`config.mk`:
```
export PLATFORM = sky130hd
export DESIGN_NAME = shift_pipe_core
export DESIGN_NICKNAME = d
export VERILOG_FILES = /design/src/rtl/barrel_pkg.sv /design/src/rtl/shift_stage.sv /design/src/rtl/shift_pipe_core.sv
export SDC_FILE = /design/constraint.sdc
export NUM_CORES = 1
export LEC_CHECK = 0
export CORE_MARGIN = 1
export CORE_UTILIZATION = 40
export CTS_BUF_LIST = sky130_fd_sc_hd__clkbuf_4
export CTS_CLUSTER_DIAMETER = 100
export DETAILED_ROUTE_END_ITERATION = 10
export GPL_TIMING_DRIVEN = 1
export PLACE_DENSITY = 0.61
export SLEW_MARGIN = 20
export SYNTH_ARGS = -nofsm -noshare
export SYNTH_HDL_FRONTEND = slang
export SYNTH_SLANG_ARGS = --single-unit
```
`constraint.sdc`:
```
create_clock -name clk -period 1.2 [get_ports clk]
set_input_delay 0.24 -clock clk [delete_from_list [all_inputs] [get_ports clk]]
set_output_delay 0.24 -clock clk [all_outputs]
set_load 0.02 [all_outputs]
```
`src/rtl/barrel_pkg.sv`:
```
// Shared definitions for the pipelined barrel shifter core.
// Contents:
//   WIDTH / AMT_W / STAGES   datapath width, shift-amount width, shift stage count
//   op_e                     operation codes (11 is reserved and shifts logically)
//   stage_t                  per-stage payload carried down the pipe
//   fill_bit()               vacated-MSB fill value for a newly accepted word
package barrel_pkg;

  localparam int unsigned WIDTH  = 32;
  localparam int unsigned AMT_W  = 5;
  localparam int unsigned STAGES = 5;

  typedef enum logic [1:0] {
    OP_LSL_LSR = 2'b00,
    OP_ASR     = 2'b01,
    OP_ROR     = 2'b10,
    OP_RSVD    = 2'b11
  } op_e;

  typedef struct packed {
    logic [WIDTH-1:0] data;
    logic [AMT_W-1:0] amt;
    op_e              op;
    logic             dir;
    logic             fill;
    logic             valid;
  } stage_t;

  // Only a right-going arithmetic shift replicates the sign bit; a left
  // arithmetic shift arrives bit-reversed and must fill with zeros.
  function automatic logic fill_bit(input logic [WIDTH-1:0] data,
                                    input op_e              op,
                                    input logic             dir);
    return ((op == OP_ASR) && !dir) ? data[WIDTH-1] : 1'b0;
  endfunction

endpackage

```
`src/rtl/shift_stage.sv`:
```
// One conditional right-shift step of the barrel shifter plus its payload
// register. Shifts by SHAMT when the matching amount bit of the incoming
// payload is set, otherwise passes the data through.
// Build option: ROTATE_EN enables rotate-right for OP_ROR.
// Ports:
//   clk, rst_n   clock, asynchronous active-low reset
//   en           load enable (global pipeline advance)
//   prev         payload from the preceding stage
//   cur          registered payload of this stage
module shift_stage
  import barrel_pkg::*;
#(
  parameter int unsigned SHAMT = 1
) (
  input  logic   clk,
  input  logic   rst_n,
  input  logic   en,
  input  stage_t prev,
  output stage_t cur
);

  localparam int unsigned AMT_BIT = $clog2(SHAMT);

  logic [WIDTH-1:0] shifted;

  always_comb begin
    shifted = prev.data;
    if (prev.amt[AMT_BIT]) begin
      shifted = {{SHAMT{prev.fill}}, prev.data[WIDTH-1:SHAMT]};
`ifdef ROTATE_EN
      if (prev.op == OP_ROR) begin
        shifted = {prev.data[SHAMT-1:0], prev.data[WIDTH-1:SHAMT]};
      end
`endif
    end
  end

  always_ff @(posedge clk or negedge rst_n) begin
    if (!rst_n) begin
      cur <= '0;
    end else if (en) begin
      cur      <= prev;
      cur.data <= shifted;
    end
  end

endmodule

```
`src/rtl/shift_pipe_core.sv`:
```
// Five-stage pipelined 32-bit right-shift/rotate core. Left shifts arrive
// pre-reversed with in_dir=1; this core only shifts right and forwards the
// direction tag. The whole pipe advances together when the output is free
// or empty; bubbles are kept, not collapsed.
// Build option: ROTATE_EN (op 10 rotates right; otherwise shifts logically).
// Ports:
//   clk, rst_n                  clock, asynchronous active-low reset
//   in_valid/in_ready           input handshake (in_ready = advance)
//   in_data, in_amt, in_op, in_dir   operand, amount 0..31, op code, direction
//   out_valid/out_ready         output handshake
//   out_data, out_dir           result and its direction tag
module shift_pipe_core
  import barrel_pkg::*;
(
  input  logic             clk,
  input  logic             rst_n,
  input  logic             in_valid,
  output logic             in_ready,
  input  logic [WIDTH-1:0] in_data,
  input  logic [AMT_W-1:0] in_amt,
  input  logic [1:0]       in_op,
  input  logic             in_dir,
  output logic             out_valid,
  input  logic             out_ready,
  output logic [WIDTH-1:0] out_data,
  output logic             out_dir
);

  logic   adv;
  stage_t in_stage;
  stage_t chain [0:STAGES];

  assign adv      = out_ready | ~out_valid;
  assign in_ready = adv;

  // Input capture register: fill is resolved here so the shift stages see a
  // registered operand and there is no path from in_* to out_*.
  always_ff @(posedge clk or negedge rst_n) begin
    if (!rst_n) begin
      in_stage <= '0;
    end else if (adv) begin
      in_stage.data  <= in_data;
      in_stage.amt   <= in_amt;
      in_stage.op    <= op_e'(in_op);
      in_stage.dir   <= in_dir;
      in_stage.fill  <= fill_bit(in_data, op_e'(in_op), in_dir);
      in_stage.valid <= in_valid;
    end
  end

  assign chain[0] = in_stage;

  // Stage k shifts by 16 >> k, consuming amount bit 4-k.
  for (genvar k = 0; k < STAGES; k++) begin : g_stage
    shift_stage #(
      .SHAMT ((WIDTH / 2) >> k)
    ) u_stage (
      .clk   (clk),
      .rst_n (rst_n),
      .en    (adv),
      .prev  (chain[k]),
      .cur   (chain[k+1])
    );
  end

  assign out_valid = chain[STAGES].valid;
  assign out_data  = chain[STAGES].data;
  assign out_dir   = chain[STAGES].dir;

  logic unused_tail;
  assign unused_tail = ^{chain[STAGES].amt, chain[STAGES].op, chain[STAGES].fill};

endmodule
```
=== After elaboration in Yosys (flattened, before gate mapping) ===
Index checks and enable logic that the tools add are counted.
W data, S select, Z words.

* Flip-flop bits (word level): 224
* Input bits: 44
* Output and inout bits: 35
* Logic and storage cells: 39

* Equal/unequal tests: 1
* Multiplexer cells: 6
* Bitwise logic cells: 2
* Reductions and logical operators: 2

{| class="wikitable"
|+ Operators by type and width
! operator !! number
|-
| $mux W32 || 5
|-
| $eq A2 B1 Y1 const B || 1
|-
| $logic_and A1 B1 Y1 || 1
|-
| $logic_not A1 Y1 || 1
|-
| $mux W1 || 1
|-
| $not A1 Y1 || 1
|-
| $or A1 B1 Y1 || 1
|}

=== Longest topological paths before layout ===
Gate-level depths: netlist of run 1.

* Depth in word-level cells: 3
* Gate-level depth with buffers: 5
* Gate-level depth less buffers: 2

=== Modules after synthesis ===
Synthesis of run 1 repeated with hierarchy kept, for this count alone.

* Cells, all modules: 894
* Area total of the unflattened synthesis: 11164.5 sq um

{| class="wikitable"
|+ By module, submodules not included
! module !! instances !! cells each !! area each (sq um) !! seq. area each (sq um)
|-
| shift_stage at g_stage[2].u_stage ... || 3 || 160 || 1878.1 || 1051.0
|-
| shift_stage at g_stage[1].u_stage || 1 || 161 || 1885.6 || 1051.0
|-
| shift_stage at g_stage[0].u_stage || 1 || 162 || 1859.3 || 1051.0
|-
| shift_pipe_core || 1 || 91 || 1785.5 || 1051.0
|}

=== Worst setup path after synthesis of run 1 ===
OpenSTA, ideal clock, no wires.

* Path kind: reg-to-reg
* Start point: reg g_stage[4].u_stage.cur[0] (netlist bit)
* End point: reg in_stage, in the netlist chain[232]
* Arrival time: 1.286 ns
* Path slack: -0.212 ns
* Stages on the path, launching flop included: 6
* Path buffers: 3
* Cell sequence: dfrtp_1 nand2b_1 buf_6 buf_6 buf_6 mux2_4

* Word-level cells in the longest chain between the ends: 2

{| class="wikitable"
|+ Ends and longest elaborated chain
! item !! RTL line !! source
|-
| start: declaration || shift_stage.sv:19 || <nowiki>output stage_t cur</nowiki>
|-
| start signal: assignment || shift_stage.sv:42 || <nowiki>cur <= prev;</nowiki>
|-
| $not A1 Y1 || shift_pipe_core.sv:33 || <nowiki>assign adv = out_ready | ~out_valid;</nowiki>
|-
| $or A1 B1 Y1 || shift_pipe_core.sv:33 ||
|-
| named net in_ready || shift_pipe_core.sv:18 || <nowiki>output logic in_ready,</nowiki>
|-
| end: declaration || shift_pipe_core.sv:30 || <nowiki>stage_t in_stage;</nowiki>
|}

The timed path passes the listed nets, and every way through them passes these cells.
A chain may end at the register's enable or synchronous reset.

=== Final worst setup path of run 1 ===
* Start point: reg g_stage[4].u_stage.cur[0] (netlist bit)
* End point: out in_ready

* Word-level cells in the longest chain between the ends: 2

{| class="wikitable"
|+ Ends and longest elaborated chain
! item !! RTL line
|-
| $not A1 Y1 || shift_pipe_core.sv:33
|-
| $or A1 B1 Y1 || shift_pipe_core.sv:33
|-
| end: declaration || shift_pipe_core.sv:18
|}

Every way passes these cells.

==> flow_metrics.tcl, run 1 <==
set metrics [dict create \
    wl_per_cell_um 17.5 \
    antenna_found_initial 2 \
    worstHoldPathType "in2async" \
    via_count 6110 \
    firstDrtPassIters 4 \
    gp_congestion 0.744 \
    synth-seq-area-share_pct 50.0 \
    ir_drop_uv 1120 \
    synth_area_leaders "dfrtp_1 50%, mux2_2 24%, mux2_4 20%, buf_6 3.8%, buf_4 2.1%" \
    worst_setup_path_start_kind "flop" \
    fin_setup_tns_ns -85.20 \
    leakage_nw 7.06 \
    cts_made_buffers 66 \
    synth_top_area_share_pct 50.0 \
    rows 60 \
    grt_pass1_vias 6971 \
    drt-total-wl_um 22700 \
    grtUsageTotal_pct 16.5 \
    die_h_um 169 \
    syn_to_final_growth_pct 29.1 \
    drt-initial-drc-count 187 \
    slew_headroom_pct 75.1 \
    cts.sinks 224 \
    syn_nets 732 \
    grt_pass1_wl_um 37400 \
    setup_viol 259 \
    synth_cell_type_count 9 \
    io_pins 79 \
    period_needed_ns 1.69 \
    worstSetupEndpointType "output port" \
    dp_hpwl_um 14100 \
    syn_area_mm2 0.0112 \
    syn_avg_cell_area_um2 16.3 \
    design.die.area_mm2 0.0287 \
    cts-root-buf "clkbuf_4" \
    max_stage_delay_ns 0.38 \
    numPortBuffers 78 \
    dr.max_layer_used "met4" \
    clkLatencyLatePin_ns 0.68 \
    avgViaCountPerCell 4.72 \
    synth_seq_cells 224 \
    core_mm2 0.0272 \
    worst_pin_slew_ns 0.369 \
    dp_slack_ns -0.505 \
    wl_met3_um 888 \
    drv_slew 0 \
    cp.arrival_ns 1.45 \
    rsz0062_at_grt "true" \
    setup_ws_ns -0.494 \
    worstPathMaxFanout 2 \
    max-clock-path-buffers 3 \
    met1_length_um 10400 \
    cts_tree "done" \
    power-per-cell-area_mw_per_mm2 2720 \
    violations "negative setup slack" \
    crit_type "reg2out" \
    critPathTopFamily "flip-flops" \
    fin_crit_sh_pct 141 \
    htreeDepth 3 \
    drive_above_1_share_pct 70.2 \
    syn-instance-count 688 \
    route.detailed.drc 0 \
    path_buf_inv 3 \
    synth_area_leader_cell "dfrtp_1" \
    path_clk_slew_ns 0.06 \
    grt_overflow 0 \
    outcome "complete, but fails checks" \
    ys_warn_count 0 \
    hold_violations 0 \
    start_util_pct 41.2 \
    grt_max_degree 42 \
    drv_cap 0 \
    finClkSkew_ns 0.0502 \
    worstPathRequired_ns 0.96 \
    nets 920 \
    wl_met2_um 11100 \
    crit_path_top_delay_cell "dfrtp_2" \
    crit_chain "nand2b_4 -> buf_12 -> buf_8 -> buf_6" \
    die_w_um 169 \
    timing.fmax_mhz 590 \
    route.antenna.remaining_nets 0 \
]
-- flip-flops by register name, summed over array words and instances (netlist names) --
| name | count |
|---|---|
| chain | 40 |
| g_stage.u_stage.cur | 184 |
-- path summary, 6_finish.rpt --
check                           depth (start not counted)  slack, ns                      start                          to
worst max register to register                          8      -0.46  g_stage[4].u_stage.cur[0]  g_stage[2].u_stage.cur[14]
min in group clk                                        2       0.19                  in_amt[0]                  chain[215]
worst min register to register                          1       0.47  g_stage[3].u_stage.cur[0]   g_stage[4].u_stage.cur[0]
worst max-delay path                                    4      -0.49  g_stage[4].u_stage.cur[0]                    in_ready
worst min-delay path                                    2       0.07                      rst_n  g_stage[3].u_stage.cur[10]
max in group asynchronous                               3       0.53                      rst_n                  chain[219]
-- layout by cell type (no fill, tap or decap), drive strengths merged --
cell	count
mux2	383
dlygate4sd3	1
clkbuf	96
nor4bb	1
buf	154
bufinv	4
dlygate4sd2	1
dfrtp	224
nand2b	2
clkdlybuf4s50	42
clkinv	10
diode	4
-- synthesized netlist by cell type --
library cell  count
buf_6            38
mux2_2          235
buf_4            32
nand2b_1          2
nor4bb_1          1
mux2_4          148
buf_1             1
buf_2             7
dfrtp_1         224
-- cells by family after synthesis --
family	share of synthesized area, %
simple gates	0.201
buf+inv	6.31
mux	43.5
flops	50.0
-- routing by layer --
layer / track usage, % / up-vias
met5: 0 / -
met4: 5.33 / 0
met3: 4.43 / 27
met2: 26.8 / 113
met1: 21.5 / 3113
li1: - / 2857
-- per-stage QoR --
step | cell area [um^2] | hold WS, ns | std cells | utilization, % | power, W
2_1_floorplan | 11300 | -0.0556 | 688 | - | 0.0253
3_3_place_gp | 12500 | 0.160 | 1120 | 45.8 | 0.0283
3_5_place_dp | 12500 | 0.161 | 1120 | 45.8 | 0.0287
4_1_cts | 14400 | 0.0393 | 1283 | 53.0 | 0.0395
5_1_grt | 14500 | 0.0526 | 1294 | 53.2 | 0.0416
6_report | 14500 | 0.0705 | 1294 | 53.2 | 0.0393
-- what timing repair did --
item,CTS,global route
pin swaps,0,0
buffers inserted,40,17
hold endpoints to repair,224,0
setup endpoints to repair,253,259
hold buffers,1,0
gates resized for setup,290,31
gates cloned,12,0
-- area by class of cell --
class	instances	area (um^2)
Tap cell	372	465
Antenna cell	4	10.0
Fill cell	2238	12700
Multi-Input combinational cell	386	5080
Sequential cell	224	5610
Clock buffer	96	721
Clock inverter	14	160
Timing Repair Buffer	198	2410
-- power breakdown --
part           leakage (nW)  internal [W]  switching (W)  total [W]
combinational          3.78        0.0124        0.00573     0.0182
clock                 0.519       0.00450        0.00324    0.00774
sequential             2.75        0.0108        0.00261     0.0134
total                  7.06        0.0277         0.0116     0.0393
Note: power is estimated with default switching activity, not from simulation.
==> run 2: changes to the inputs <==
--- a/config.mk
+++ b/config.mk
@@ -12,6 +12,7 @@
 export DETAILED_ROUTE_END_ITERATION = 10
 export GPL_TIMING_DRIVEN = 1
 export PLACE_DENSITY = 0.61
+export RECOVER_POWER = 25
 export SLEW_MARGIN = 20
 export SYNTH_ARGS = -nofsm -noshare
 export SYNTH_HDL_FRONTEND = slang
==> run 2 against run 1 <==
  * The flow still finishes with violations (negative setup slack)
  * Cell count is the same
  * Largest power group unchanged
  * Clock power is essentially flat
  * Sequential power hardly changed
  * Clock skew did not move
  * First-iteration DRC count is the same
==> flow_metrics.tcl, run 2 (synthesis results as in run 1) <==
set metrics [dict create \
    min_delay_path_depth 2 \
    worst_setup_path_start_kind "flop" \
    largest_reg_flops 184 \
    cts_made_buffers 66 \
    antenna_found_initial 2 \
    reg2reg_slack_ns -0.46 \
    max-clock-path-buffers 3 \
    die_w_um 169 \
    clkLatencyLatePin_ns 0.68 \
    min_from "in_amt[0]" \
    r2r-start "g_stage[4].u_stage.cur[0]" \
    nets 920 \
    whs_ns 0.188 \
    via_count 6110 \
    drt-initial-drc-count 187 \
    switching_share_pct 29.5 \
    dp_hpwl_um 14100 \
    route.antenna.remaining_nets 0 \
    gp_congestion 0.744 \
    start_util_pct 41.2 \
    grt_pass1_vias 6971 \
    worstSetupEndpointType "output port" \
    critPathTopFamily "flip-flops" \
    rows 60 \
    fin_crit_sh_pct 141 \
    crit_path_top_delay_cell "dfrtp_2" \
    worstPathMaxFanout 2 \
    top_register "g_stage.u_stage.cur" \
    worstPathRequired_ns 0.96 \
    htreeDepth 3 \
    drive_above_1_share_pct 70.2 \
    finalPower_w 0.0393 \
    switchingPower_w 0.0116 \
    final_util_pct 53.2 \
    grtUsageTotal_pct 16.5 \
    grt_max_degree 42 \
    worstHoldPathType "in2reg" \
    power-per-cell-area_mw_per_mm2 2720 \
    ir_drop_uv 1120 \
    leakage_nw 7.05 \
    multiInputGateArea_mm2 0.00508 \
    timing.fmax_mhz 590 \
    regToRegEndpoint "g_stage[2].u_stage.cur[14]" \
    max_stage_delay_ns 0.38 \
    design.die.area_mm2 0.0287 \
    worstRegToRegCells 8 \
    slew_headroom_pct 29.3 \
    p_int_w 0.0277 \
    path_clk_slew_ns 0.06 \
    crit_chain "nand2b_4 -> buf_12 -> buf_8 -> buf_6" \
    cts-root-buf "clkbuf_4" \
    p_seq_share_pct 34.1 \
    numPortBuffers 78 \
    outcome "complete, but fails checks" \
    worst_pin_slew_ns 1.06 \
    io_pins 79 \
    syn_to_final_growth_pct 29.0 \
    rsz0062_at_grt "true" \
    crit_type "reg2out" \
    clkPwrFrac_pct 19.7 \
    p_comb_share_pct 46.2 \
    violations "negative setup slack" \
    drv_slew 0 \
    fin_setup_tns_ns -85.20 \
    path_buf_inv 3 \
    drv_cap 0 \
    layout_common_cells "220 x dfrtp_1, 196 x mux2_4, 187 x mux2_2" \
    setup_viol 259 \
    n_fill_cell 2239 \
    firstDrtPassIters 4 \
    final_common_cell "dfrtp_1" \
    setup_ws_ns -0.494 \
    drt-total-wl_um 22700 \
    cts_tree "done" \
    cp.arrival_ns 1.45 \
    grt_pass1_wl_um 37400 \
    regArea_mm2 0.00561 \
    route.detailed.drc 0 \
    wl_per_cell_um 17.5 \
    finClkSkew_ns 0.0502 \
    hold_path_end "chain[215]" \
    avgViaCountPerCell 4.72 \
    core_mm2 0.0272 \
    die_h_um 169 \
    period_needed_ns 1.69 \
    cts.sinks 224 \
    hold_violations 0 \
    grt_overflow 0 \
]
==> run 2: routing by layer <==
metal,vias to the layer above,wire (um),GRT usage (%)
met3,27,888,4.43
li1,2857,-,-
met5,-,0,0
met4,0,317,5.33
met1,3113,10400,21.5
met2,113,11100,26.8
==> run 2: worst max-delay path by stage <==
stage,end,from,slack (ns),depth (start not counted)
finish,in_ready,g_stage[4].u_stage.cur[0],-0.49,4
CTS,in_ready,g_stage[4].u_stage.cur[0],-0.56,4
global placement,g_stage[3].u_stage.cur[16],out_ready,-0.50,5
floorplan,g_stage[0].u_stage.cur[10],g_stage[4].u_stage.cur[0],-0.18,5
detailed placement,g_stage[2].u_stage.cur[2],out_ready,-0.50,4
global route,in_ready,g_stage[4].u_stage.cur[0],-0.60,4
==> run 2: worst register-to-register path, cell delays in order, from the launching register on <==
cell,delay (ns)
dfrtp_2,0.38
nand2b_4,0.07
buf_4,0.13
buf_6,0.11
buf_12,0.14
buf_12,0.15
buf_12,0.13
buf_12,0.13
mux2_4,0.29
==> run 2: per-stage QoR <==
stage / instance area [um^2] / setup slack, ns / instances
2_1_floorplan: 11300 / -0.176 / 688
3_3_place_gp: 12500 / -0.501 / 1120
3_5_place_dp: 12500 / -0.505 / 1120
4_1_cts: 14400 / -0.556 / 1283
5_1_grt: 14500 / -0.595 / 1294
6_report: 14500 / -0.494 / 1294
==> run 2: timing repair <==
item	4_1_cts	5_1_grt
resized for setup	290	31
hold endpoints to repair	224	0
cloned	12	0
setup endpoints to repair	253	259
hold buffers	1	0
setup buffers	40	17
==> run 2: power by group through the flow <==
stage	sequential (W)	combinational, W	clock [W]
6_report	0.0134	0.0182	0.00774
5_1_grt	0.0138	0.0193	0.00851
4_1_cts	0.0134	0.0181	0.00801
3_5_place_dp	0.0134	0.0153	0
3_3_place_gp	0.0133	0.0150	0
2_1_floorplan	0.0122	0.0131	0
==> run 2: cell type report <==
class,instances,area share [%]
clock inverters,14,1.11
flip-flops and latches,224,38.8
diodes,4,0.0693
clock buffers,96,4.99
repair buffers,198,16.6
well taps,372,3.22
multi-input cells,386,35.1
==> run 3: changes to the inputs <==
--- a/config.mk
+++ b/config.mk
@@ -13,6 +13,7 @@
 export GPL_TIMING_DRIVEN = 1
 export PLACE_DENSITY = 0.61
 export RECOVER_POWER = 25
+export SETUP_SLACK_MARGIN = 0.05
 export SLEW_MARGIN = 20
 export SYNTH_ARGS = -nofsm -noshare
 export SYNTH_HDL_FRONTEND = slang
==> run 3 against run 2 <==
  * The run still ends with negative setup slack left
  * Total power shrank 0.44%
  * Maximum frequency shrank 0.11%
  * Critical path depth is the same
  * Largest power group unchanged
==> flow_metrics.tcl, run 3 (synthesis results as in run 1) <==
set metrics [dict create \
    p_seq_share_pct 34.2 \
    rsz0062_at_grt "true" \
    cts.sinks 224 \
    p_comb_share_pct 46.0 \
    crit_chain "nand2b_4 -> buf_12 -> buf_8 -> buf_6" \
    start_util_pct 41.2 \
    drt-total-wl_um 22600 \
    worstPathMaxFanout 2 \
    cts_made_buffers 66 \
    regArea_mm2 0.00561 \
    grt_pass1_wl_um 37400 \
    gp_congestion 0.744 \
    multiInputGateArea_mm2 0.00507 \
    switchingPower_w 0.0115 \
    timing.fmax_mhz 590 \
    leakage_nw 7.01 \
    route.antenna.remaining_nets 0 \
    worstPathRequired_ns 0.96 \
    layout_common_cells "220 x dfrtp_1, 195 x mux2_4, 188 x mux2_2" \
    worst_pin_slew_ns 1.06 \
    drt-initial-drc-count 197 \
    cp.arrival_ns 1.46 \
    drv_cap 0 \
    clkPwrFrac_pct 19.8 \
    largest_reg_flops 184 \
    design.die.area_mm2 0.0287 \
    hold_violations 0 \
    route.detailed.drc 0 \
    drv_slew 0 \
    p_int_w 0.0276 \
    grt_max_degree 42 \
    htreeDepth 3 \
    cts-root-buf "clkbuf_4" \
    fin_crit_sh_pct 141 \
    worst_setup_path_start_kind "flop" \
    violations "negative setup slack" \
    crit_type "reg2out" \
    setup_ws_ns -0.496 \
    ir_drop_uv 1120 \
    max-clock-path-buffers 3 \
    grt_pass1_vias 6970 \
    via_count 6067 \
    power-per-cell-area_mw_per_mm2 2720 \
    n_fill_cell 2234 \
    grtUsageTotal_pct 16.5 \
    slew_headroom_pct 29.3 \
    core_mm2 0.0272 \
    io_pins 79 \
    antenna_found_initial 2 \
    wl_per_cell_um 17.6 \
    worstSetupEndpointType "output port" \
    final_cells 1286 \
    die_h_um 169 \
    finClkSkew_ns 0.0456 \
    finalPower_w 0.0391 \
    period_needed_ns 1.70 \
    worstHoldPathType "in2reg" \
    avgViaCountPerCell 4.72 \
    drive_above_1_share_pct 69.9 \
    whs_ns 0.197 \
    rows 60 \
    path_clk_slew_ns 0.06 \
    crit_path_top_delay_cell "dfrtp_2" \
    dp_cells 1120 \
    setup_viol 259 \
    dp_slack_ns -0.505 \
    syn_to_final_growth_pct 28.4 \
    clkLatencyLatePin_ns 0.67 \
    outcome "complete, but fails checks" \
    grt_overflow 0 \
    nets 912 \
    firstDrtPassIters 4 \
    switching_share_pct 29.5 \
    top_register "g_stage.u_stage.cur" \
    final_common_cell "dfrtp_1" \
    max_stage_delay_ns 0.38 \
    cts_tree "done" \
    die_w_um 169 \
    numPortBuffers 78 \
    dp_hpwl_um 14100 \
]
==> run 3: cell types whose count changed in the layout (fill, tap and decap cells not counted) <==
cell    change
buf_4       -8
mux2_2      +1
mux2_4      -1
==> run 3: timing repair <==
item	in CTS	in global routing
endpoints found under the hold margin	224	0
setup buffers	40	8
gates resized for setup	287	33
hold buffers	1	0
setup endpoints to repair	256	259
cloned	12	0
==> run 3: worst paths after layout <==
path                                            from                    endpoint  slack [ns]  cells past startpoint
min                                      in_data[19]                  chain[239]        0.20                      2
max in group asynchronous                      rst_n                  chain[219]        0.04                      3
min in group asynchronous                      rst_n  g_stage[3].u_stage.cur[10]        0.33                      2
max                        g_stage[4].u_stage.cur[0]                    in_ready       -0.50                      4
min reg2reg                g_stage[3].u_stage.cur[0]   g_stage[4].u_stage.cur[0]        0.47                      1
max reg2reg                g_stage[4].u_stage.cur[0]  g_stage[2].u_stage.cur[14]       -0.47                      8
==> run 3: routing by layer <==
metal / share of wire, % / routed length, um / vias up / GRT usage [%]
met3: 3.9 / 873 / 23 / 4.43
met2: 49 / 11100 / 109 / 26.8
met5: 0 / 0 / - / 0
met1: 46 / 10300 / 3088 / 21.5
met4: 1.4 / 311 / 0 / 5.44
li1: - / - / 2847 / -
==> run 3: per-stage QoR <==
stage / utilization (%) / cell area, um^2 / TNS, ns
6_report: 52.9 / 14400 / -86.43
5_1_grt: 52.9 / 14400 / -108.85
4_1_cts: 52.9 / 14400 / -93.06
3_5_place_dp: 45.8 / 12500 / -103.58
3_3_place_gp: 45.8 / 12500 / -103.56
2_1_floorplan: - / 11300 / -35.08
==> run 3: power by group through the flow <==
stage / sequential, W / clock (W) / combinational (W)
after floorplan: 0.0122 / 0 / 0.0131
after global placement: 0.0133 / 0 / 0.0150
after detailed placement: 0.0134 / 0 / 0.0153
after CTS: 0.0134 / 0.00801 / 0.0180
after global routing: 0.0138 / 0.00851 / 0.0191
final: 0.0134 / 0.00773 / 0.0180
==> run 3: area by class of cell <==
type / count / share of cell area, %
Clock buffer: 96 / 5.01
Clock inverter: 14 / 1.11
Antenna cell: 4 / 0.0696
Multi-Input combinational cell: 386 / 35.3
Sequential cell: 224 / 39.0
Tap cell: 372 / 3.24
Timing Repair Buffer: 190 / 16.3
==> run 3: critical path, delay by kind of cell (launching register included) <==
kind	cells	cell delay [ns]
buf+inv	3	0.36
flops	1	0.38
simple gates	1	0.07
